`src/rtl/dcache_pkg.sv`:
```
// Shared types and geometry helpers for the direct-mapped data cache.
package dcache_pkg;

  localparam int unsigned ADDR_W = 16;

  typedef enum logic [1:0] {
    IDLE    = 2'd0,
    RD_MISS = 2'd1,
    WR_THRU = 2'd2,
    DONE    = 2'd3
  } state_e;

  function automatic int unsigned idx_width(input int unsigned lines);
    return $clog2(lines);
  endfunction

  function automatic int unsigned tag_width(input int unsigned lines);
    return ADDR_W - $clog2(lines);
  endfunction

endpackage

```
`src/rtl/dcache_array.sv`:
```
// Cache storage: LINES x {valid, tag, data}, combinational read, synchronous write.
module dcache_array
  import dcache_pkg::*;
#(
  parameter int unsigned LINES  = 16,
  parameter int unsigned DATA_W = 16,
  parameter int unsigned IDX_W  = idx_width(LINES),
  parameter int unsigned TAG_W  = tag_width(LINES)
) (
  input  logic              clk,
  input  logic              rst,
  input  logic [IDX_W-1:0]  rd_idx,
  output logic              rd_valid,
  output logic [TAG_W-1:0]  rd_tag,
  output logic [DATA_W-1:0] rd_data,
  input  logic              wr_en,
  input  logic [IDX_W-1:0]  wr_idx,
  input  logic [TAG_W-1:0]  wr_tag,
  input  logic [DATA_W-1:0] wr_data
);

  logic [LINES-1:0]  valid_q;
  logic [TAG_W-1:0]  tag_q  [LINES];
  logic [DATA_W-1:0] data_q [LINES];

  // Only the valid bits are cleared; tag/data contents survive reset.
  always_ff @(posedge clk) begin
    if (rst) begin
      valid_q <= '0;
    end else if (wr_en) begin
      valid_q[wr_idx] <= 1'b1;
    end
  end

  always_ff @(posedge clk) begin
    if (wr_en) begin
      tag_q[wr_idx]  <= wr_tag;
      data_q[wr_idx] <= wr_data;
    end
  end

  assign rd_valid = valid_q[rd_idx];
  assign rd_tag   = tag_q[rd_idx];
  assign rd_data  = data_q[rd_idx];

endmodule

```
`src/rtl/dcache_ctrl.sv`:
```
// MEM-stage data-cache controller: write-through, no write-allocate, req/ack backing memory.
module dcache_ctrl
  import dcache_pkg::*;
#(
  parameter int unsigned LINES  = 16,
  parameter int unsigned DATA_W = 16
) (
  input  logic              clk,
  input  logic              rst,
  input  logic              mem_read,
  input  logic              mem_write,
  input  logic [15:0]       addr,
  input  logic [DATA_W-1:0] write_data,
  output logic [DATA_W-1:0] read_data,
  output logic              hit,
  output logic              mem_req,
  output logic              mem_we,
  output logic [15:0]       mem_addr,
  output logic [DATA_W-1:0] mem_wdata,
  input  logic [DATA_W-1:0] mem_rdata,
  input  logic              mem_ack
);

  localparam int unsigned IDX_W = idx_width(LINES);
  localparam int unsigned TAG_W = tag_width(LINES);

  state_e            state;
  logic [DATA_W-1:0] rd_buf;

  logic [IDX_W-1:0]  idx_c;
  logic [TAG_W-1:0]  tag_c;
  logic              line_valid_c;
  logic [TAG_W-1:0]  line_tag_c;
  logic [DATA_W-1:0] line_data_c;
  logic              lookup_hit_c;
  logic              is_write_c;
  logic              is_read_c;
  logic              arr_we_c;
  logic [DATA_W-1:0] arr_wdata_c;

  assign idx_c        = addr[IDX_W-1:0];
  assign tag_c        = addr[ADDR_W-1:IDX_W];
  assign lookup_hit_c = line_valid_c && (line_tag_c == tag_c);
  assign is_write_c   = mem_write;
  assign is_read_c    = mem_read && !mem_write;

  // Fill on a read-miss ack; update only already-present lines on a write ack.
  assign arr_we_c    = !rst && mem_ack &&
                       ((state == RD_MISS) || ((state == WR_THRU) && lookup_hit_c));
  assign arr_wdata_c = (state == RD_MISS) ? mem_rdata : write_data;

  dcache_array #(
    .LINES  (LINES),
    .DATA_W (DATA_W),
    .IDX_W  (IDX_W),
    .TAG_W  (TAG_W)
  ) u_array (
    .clk      (clk),
    .rst      (rst),
    .rd_idx   (idx_c),
    .rd_valid (line_valid_c),
    .rd_tag   (line_tag_c),
    .rd_data  (line_data_c),
    .wr_en    (arr_we_c),
    .wr_idx   (idx_c),
    .wr_tag   (tag_c),
    .wr_data  (arr_wdata_c)
  );

  always_ff @(posedge clk) begin
    if (rst) begin
      state     <= IDLE;
      mem_req   <= 1'b0;
      mem_we    <= 1'b0;
      mem_addr  <= '0;
      mem_wdata <= '0;
      rd_buf    <= '0;
    end else begin
      case (state)
        IDLE: begin
          if (is_write_c) begin
            state     <= WR_THRU;
            mem_req   <= 1'b1;
            mem_we    <= 1'b1;
            mem_addr  <= addr;
            mem_wdata <= write_data;
          end else if (is_read_c && !lookup_hit_c) begin
            state    <= RD_MISS;
            mem_req  <= 1'b1;
            mem_we   <= 1'b0;
            mem_addr <= addr;
          end
        end
        RD_MISS: begin
          if (mem_ack) begin
            state   <= DONE;
            mem_req <= 1'b0;
            rd_buf  <= mem_rdata;
          end
        end
        WR_THRU: begin
          if (mem_ack) begin
            state   <= DONE;
            mem_req <= 1'b0;
          end
        end
        DONE:    state <= IDLE;
        default: state <= IDLE;
      endcase
    end
  end

  // DONE holds hit high for one cycle so the stalled request is not reissued.
  always_comb begin
    hit       = 1'b0;
    read_data = '0;
    case (state)
      IDLE: begin
        if (!mem_read && !mem_write) begin
          hit = 1'b1;
        end else if (is_read_c && lookup_hit_c) begin
          hit       = 1'b1;
          read_data = line_data_c;
        end
      end
      DONE: begin
        hit = 1'b1;
        if (!mem_we) begin
          read_data = rd_buf;
        end
      end
      default: hit = 1'b0;
    endcase
  end

endmodule
```
`config.mk`:
```
export PLATFORM = sky130hd
export DESIGN_NAME = dcache_ctrl
export DESIGN_NICKNAME = d
export VERILOG_FILES = /design/src/rtl/dcache_pkg.sv /design/src/rtl/dcache_array.sv /design/src/rtl/dcache_ctrl.sv
export SDC_FILE = /design/constraint.sdc
export NUM_CORES = 1
export LEC_CHECK = 0
export CORE_MARGIN = 8
export CORE_UTILIZATION = 39
export CTS_BUF_LIST = sky130_fd_sc_hd__clkbuf_8
export DETAILED_ROUTE_END_ITERATION = 10
export PLACE_DENSITY = 0.61
export SYNTH_ARGS = -nofsm -noshare
export SYNTH_HDL_FRONTEND = slang
export SYNTH_SLANG_ARGS = --single-unit
```
`constraint.sdc`:
```
create_clock -name clk -period 8 [get_ports clk]
set_input_delay 1.2 -clock clk [delete_from_list [all_inputs] [get_ports clk]]
set_output_delay 1.2 -clock clk [all_outputs]
set_load 0.005 [all_outputs]
```
==> metrics, run 1 <==
DRC=0; Setup crit start kind=input pin; DRT Pass-1 Iters=7; Final Slew Violations=0; hold crit path type=flip-flop to flip-flop; IO Port Bufs=103; Die Wd=248 um; postcts setup bufs=0; DIE AREA=61300 sq um; pin count of the biggest net entering global routing=65; PostCTS Resize Cnt=0; global-route wire length before repair=75800 um; Total Routing Usage GR=0.167; vias per std cell=5.47; CTS tree=built; Max rail drop VDD=0.000144 V; Synth Area per Inst=17.4 sq um; routability-driven placement congestion ratio=0.799; # H-tree levels=3; Crit Path Max Fanout=57; Slew HR=0.189; die height=248 um; Reg-to-Reg Start=u_array.tag_q[10][2]; total vias in the final route=11500; I/O Pins=104; status=completed; RSZ-0062 raised after global routing=no; Starting Density=0.391; final core occ=0.453; synthesized flop and latch total=516; EDFF count, synth=448; number of global-route vias before repair=11678; Worst EP required=6.80 ns; synth unique cells=65; initial antenna violation count=3; Nets=1402; area delta synth->final=15.8%; Leak=0.00786 uW; final wirelength=51200 um; critical path arrival=5.39 ns; Routed Antenna Nets=0; Worst-Skew Late Latency=0.65 ns; r2r setup slk=3.59 ns; Setup CP Type=input pin to primary output; Cells after Synth=1205; Iter 0 DRT Violations=1042; Max Cap Viol=0; asr flop ratio synth=0; CTS max path bufs=3; Fin Setup TNS=0 ns; Hold Path End=mem_wdata[2]; R2R cell count=10; Post-Syn Nets=1263; clock root buffer master=clkbuf_8; slew at the pin closest to its max-slew limit=1.21 ns; Clk pin slew, worst setup/hold paths=0.06 ns; fraction of layout cells with a size suffix above 1=0.206; maximum clock rate=0.152 GHz; Post-Syn Area=20900 sq um; Main synth FF type=edfxtp_1; FF-to-FF End=u_array.data_q[14][8]; total congestion overflow=0; CTS Buf Count=82; yosys warns=0; fin crit share=0.824; core footprint=53500 sq um; final setup violation count=0; DPL Wire Length=31300 um; Core Rows=85; Final Hold Vio Count=0; register area share after synthesis=0.708; skew final=0.0525 ns; WHS=0.455 ns; Post-CTS Hold Buffers=0; Pwr Density=246 nW/um^2; clock net sink count=516; Hold Path Origin=mem_wdata[2]; Final min period=6.59 ns; Hold Crit Depth=2; critical path capture point type=primary output; wire per inst=24.4 um
## cell type report
class	count	area, sq um
antenna	1	2.50
timing repair buffer	132	1240
tap	696	871
multi-input combinational	586	5730
clock inverter	61	310
sequential	516	14800
inverter	26	97.6
fill	4547	29300
clock buffer	85	1170
## cells in the mapped netlist (2+ instances only)
cell | count | area (sq um)
nand4_1 | 4 | 25.0
ha_1 | 5 | 62.6
o22ai_1 | 4 | 25.0
inv_1 | 23 | 86.3
nand3_1 | 22 | 110
a211o_1 | 2 | 17.5
nor2_1 | 45 | 169
buf_4 | 5 | 37.5
mux2i_1 | 64 | 641
o211ai_1 | 30 | 225
buf_6 | 8 | 90.1
mux2_2 | 25 | 282
mux4_2 | 104 | 2340
clkinv_1 | 2 | 7.51
nor3_1 | 2 | 10.0
nand2_1 | 103 | 387
buf_2 | 13 | 65.1
nand2b_1 | 4 | 25.0
a32oi_1 | 2 | 17.5
dfxtp_1 | 68 | 1360
o2bb2ai_1 | 17 | 149
a221oi_1 | 3 | 26.3
buf_1 | 6 | 22.5
a22oi_1 | 17 | 128
edfxtp_1 | 448 | 13500
a21oi_1 | 58 | 290
o31a_1 | 16 | 140
a222oi_1 | 2 | 20.0
a32o_1 | 2 | 20.0
clkbuf_1 | 43 | 161
nor2b_1 | 10 | 62.6
xnor2_1 | 10 | 87.6
and2_1 | 6 | 37.5
## flip-flops by register name (all words and copies together) (netlist names)
name             count
u_array.valid_q     16
u_array.data_q     256
mem_req              1
mem_wdata           16
mem_addr            16
mem_we               1
u_array.tag_q      192
state                2
rd_buf              16
## worst max-delay path by stage
stage	start	to	slack (ns)	depth (start not counted)
finish	addr[0]	read_data[6]	1.41	10
global route	addr[0]	read_data[3]	1.23	10
CTS	addr[0]	read_data[6]	1.41	10
detailed placement	addr[0]	read_data[3]	1.41	10
global placement	addr[1]	read_data[8]	1.51	10
floorplan	addr[0]	read_data[0]	3.01	12
## metrics by stage
stage | power [uW] | worst slack [ns] | cell area, sq um | instances
after floorplan | 3650 | 3.01 | 20900 | 1205
after global placement | 3980 | 1.51 | 22800 | 1956
after detailed placement | 4000 | 1.41 | 22800 | 1956
after CTS | 6030 | 1.41 | 24200 | 2102
after global routing | 6200 | 1.23 | 24200 | 2103
final | 5970 | 1.41 | 24200 | 2103
## where the power goes
part / internal [uW] / switching [uW] / total (uW) / leakage (uW)
Clock: 1030 / 1010 / 2040 / 0.000870
Combinational: 286 / 519 / 805 / 0.00240
Sequential: 3090 / 39.3 / 3130 / 0.00458
Total: 4400 / 1570 / 5970 / 0.00786
## critical path, stage by stage
cell and delay (ns):
buf_6 0.53, nor2b_1 0.86, a22oi_1 0.28, a21o_1 0.24
a221oi_1 0.31, o221ai_2 0.22, or4_4 0.72, o31a_1 0.33
nor2_1 0.11, clkdlybuf4s50_1 0.54
## routing by layer
layer  vias up  wire [um]  GRT usage
li1       5094          -          -
met1      5967      21800      0.221
met2       354      25500      0.278
met3        81       2770     0.0274
met4         4       1170     0.0561
met5         -         21          0
## logic make-up (layout without fill, tap and decap cells)
group	count (synthesis)	in the layout	synth area share
xor+xnor	10	10	0.00418
compound gates	172	172	0.0608
simple gates	205	205	0.0434
fa+ha+maj	5	5	0.00299
flops	516	516	0.708
mux	194	194	0.157
other cells	0	1	0
buf+inv	103	304	0.0243
## placed cells by master, fill, tap and decap left out, drive strengths merged, types with 3 or more instances in the layout
cell type / n
o2bb2ai: 17
mux4: 104
mux2i: 64
ha: 5
nand2b: 4
o31a: 16
nor2: 46
and2: 7
a221oi: 3
clkinv: 29
nand4: 4
a21oi: 58
o211ai: 30
mux2: 26
inv: 57
dfxtp: 68
clkbuf: 85
clkdlybuf4s50: 98
nand2: 103
o22ai: 4
nand3: 22
xnor2: 10
nor2b: 10
edfxtp: 448
a22oi: 17
buf: 34
(Power assumes the default switching activity.)
==> inputs of run 2 (changes only) <==
Settings changed: PLACE_DENSITY 0.61 to 0.63.
Clock period 8 ns to 5.75 ns, I/O delays scaled along.
==> run 2 against run 1 <==
  * Register-to-register slack worse by 2.1 ns
  * Global-route usage up 0.70 points
  * Core utilization up 0.92 points
  * Non-clock buffer count up 36
  * Final cell count up 2.1%
  * Flip-flop and latch count unchanged
  * Count of clock-buffer cells in the layout up 1
  * Die area unchanged
  * Highest routed layer is now met4
==> metrics, run 2 (synthesis gave the netlist of run 1 again) <==
Final Slew Violations=0; CTS tree=built; die height=248 um; Leak=0.00812 uW; CTS Buf Count=83; DRT Pass-1 Iters=7; DIE AREA=61300 sq um; flip-flop count of the largest register after layout=256; CTS max path bufs=3; Final Hold Vio Count=0; fraction of layout cells with a size suffix above 1=0.230; global-route wire length before repair=78800 um; final wirelength=53400 um; R2R cell count=11; Reg with most FFs=u_array.data_q; DPL Wire Length=33400 um; clock root buffer master=clkbuf_8; Setup CP Type=input pin to primary output; Critical Path End=read_data[5]; critical path arrival=4.54 ns; crit path from=addr[3]; postcts setup bufs=0; Final min period=5.40 ns; Top Registers=u_array.data_q: 256 flops, u_array.tag_q: 192 flops; wire per inst=24.8 um; Die Wd=248 um; FF-to-FF End=u_array.data_q[14][4]; most common cell after layout, fill and taps aside=edfxtp_1; Fin Setup TNS=0 ns; commonest non-fill, non-tap cells in the layout=edfxtp_1 (448), mux4_2 (104), nand2_1 (103); IO Port Bufs=103; Post-CTS Hold Buffers=0; maximum clock rate=0.185 GHz; status=completed; DR top layer=met4; Total Routing Usage GR=0.174; Max Cap Viol=0; Pwr Density=344 nW/um^2; final setup violation count=0; Reg-to-Reg Start=u_array.tag_q[14][6]; area delta synth->final=18.1%; RSZ-0062 raised after global routing=no; M1 WL=22000 um; routability-driven placement congestion ratio=0.852; pin count of the biggest net entering global routing=53; I/O Pins=104; Core Rows=85; clock net sink count=516; DRC=0; Hold Path Origin=mem_wdata[9]; initial antenna violation count=1; hold crit path type=flip-flop to flip-flop; PostCTS Resize Cnt=0; Starting Density=0.391; vias per std cell=5.53; slew at the pin closest to its max-slew limit=1.08 ns; Max rail drop VDD=0.000213 V; r2r setup slk=1.49 ns; number of global-route vias before repair=12121; fin crit share=0.939; Setup crit start kind=input pin; total congestion overflow=0; Nets=1439; skew final=0.0252 ns; # H-tree levels=3; Routed Antenna Nets=0; Iter 0 DRT Violations=1208; core footprint=53500 sq um; critical path capture point type=primary output; Slew HR=0.278; Worst EP required=4.89 ns; final core occ=0.462; Crit Path Max Fanout=32; Clk pin slew, worst setup/hold paths=0.06 ns; Met3 Routed Length=2960 um; Worst-Skew Late Latency=0.66 ns; Routed met2 length=27100 um; total vias in the final route=11880
## run 2: cell count changes in the layout (fill, tap and decap cells not counted), sizes merged
cell      delta
clkbuf       +1
buf         +36
bufinv       +2
clkinv       -2
clkinvlp     +3
inv          +4
## run 2: final cells by class
| type | instances | area, sq um |
|---|---|---|
| repair buffers | 168 | 1630 |
| clock buffers | 86 | 1180 |
| clock inverters | 68 | 394 |
| inverters | 26 | 97.6 |
| diodes | 1 | 2.50 |
| well taps | 696 | 871 |
| flip-flops and latches | 516 | 14800 |
| fillers | 4548 | 28800 |
| multi-input cells | 586 | 5730 |
## run 2: worst min-delay path by stage
stage	end	slack (ns)	cells past startpoint
2_1_floorplan	u_array.valid_q[6]	0.43	1
3_3_place_gp	u_array.valid_q[4]	0.44	1
3_5_place_dp	u_array.valid_q[15]	0.45	1
4_1_cts	mem_wdata[9]	0.45	2
5_1_grt	mem_wdata[9]	0.47	2
6_report	mem_wdata[9]	0.46	2
## run 2: report_power, final
part | internal (uW) | total [uW] | switching [uW]
Sequential | 4300 | 4350 | 53.4
Combinational | 416 | 1140 | 725
Clock | 1540 | 3000 | 1460
Total | 6260 | 8500 | 2240
## run 2: critical path: stages
cell             delay (ns)
buf_4                  0.39
buf_4                  0.37
mux2i_1                0.24
a22oi_1                0.13
a21o_1                 0.19
a221oi_1               0.39
o221ai_2               0.24
or4_4                  0.72
o31a_1                 0.33
nor2_1                 0.10
clkdlybuf4s50_1        0.54
## run 2: stage by stage
step | area, sq um | setup WS [ns] | std cells | total power (uW) | hold WS (ns)
after detailed placement | 23100 | 0.361 | 1992 | 5580 | 0.447
after global placement | 23100 | 0.462 | 1992 | 5550 | 0.443
final | 24700 | 0.351 | 2147 | 8500 | 0.457
after global routing | 24700 | 0.134 | 2147 | 8820 | 0.467
after floorplan | 20900 | 1.17 | 1205 | 5080 | 0.427
after CTS | 24700 | 0.358 | 2146 | 8570 | 0.453
## run 2: layer usage
metal | vias to the layer above | GRT usage
met3 | 96 | 0.0282
li1 | 5178 | -
met4 | 0 | 0.0618
met1 | 6197 | 0.225
met5 | - | 0
met2 | 409 | 0.294
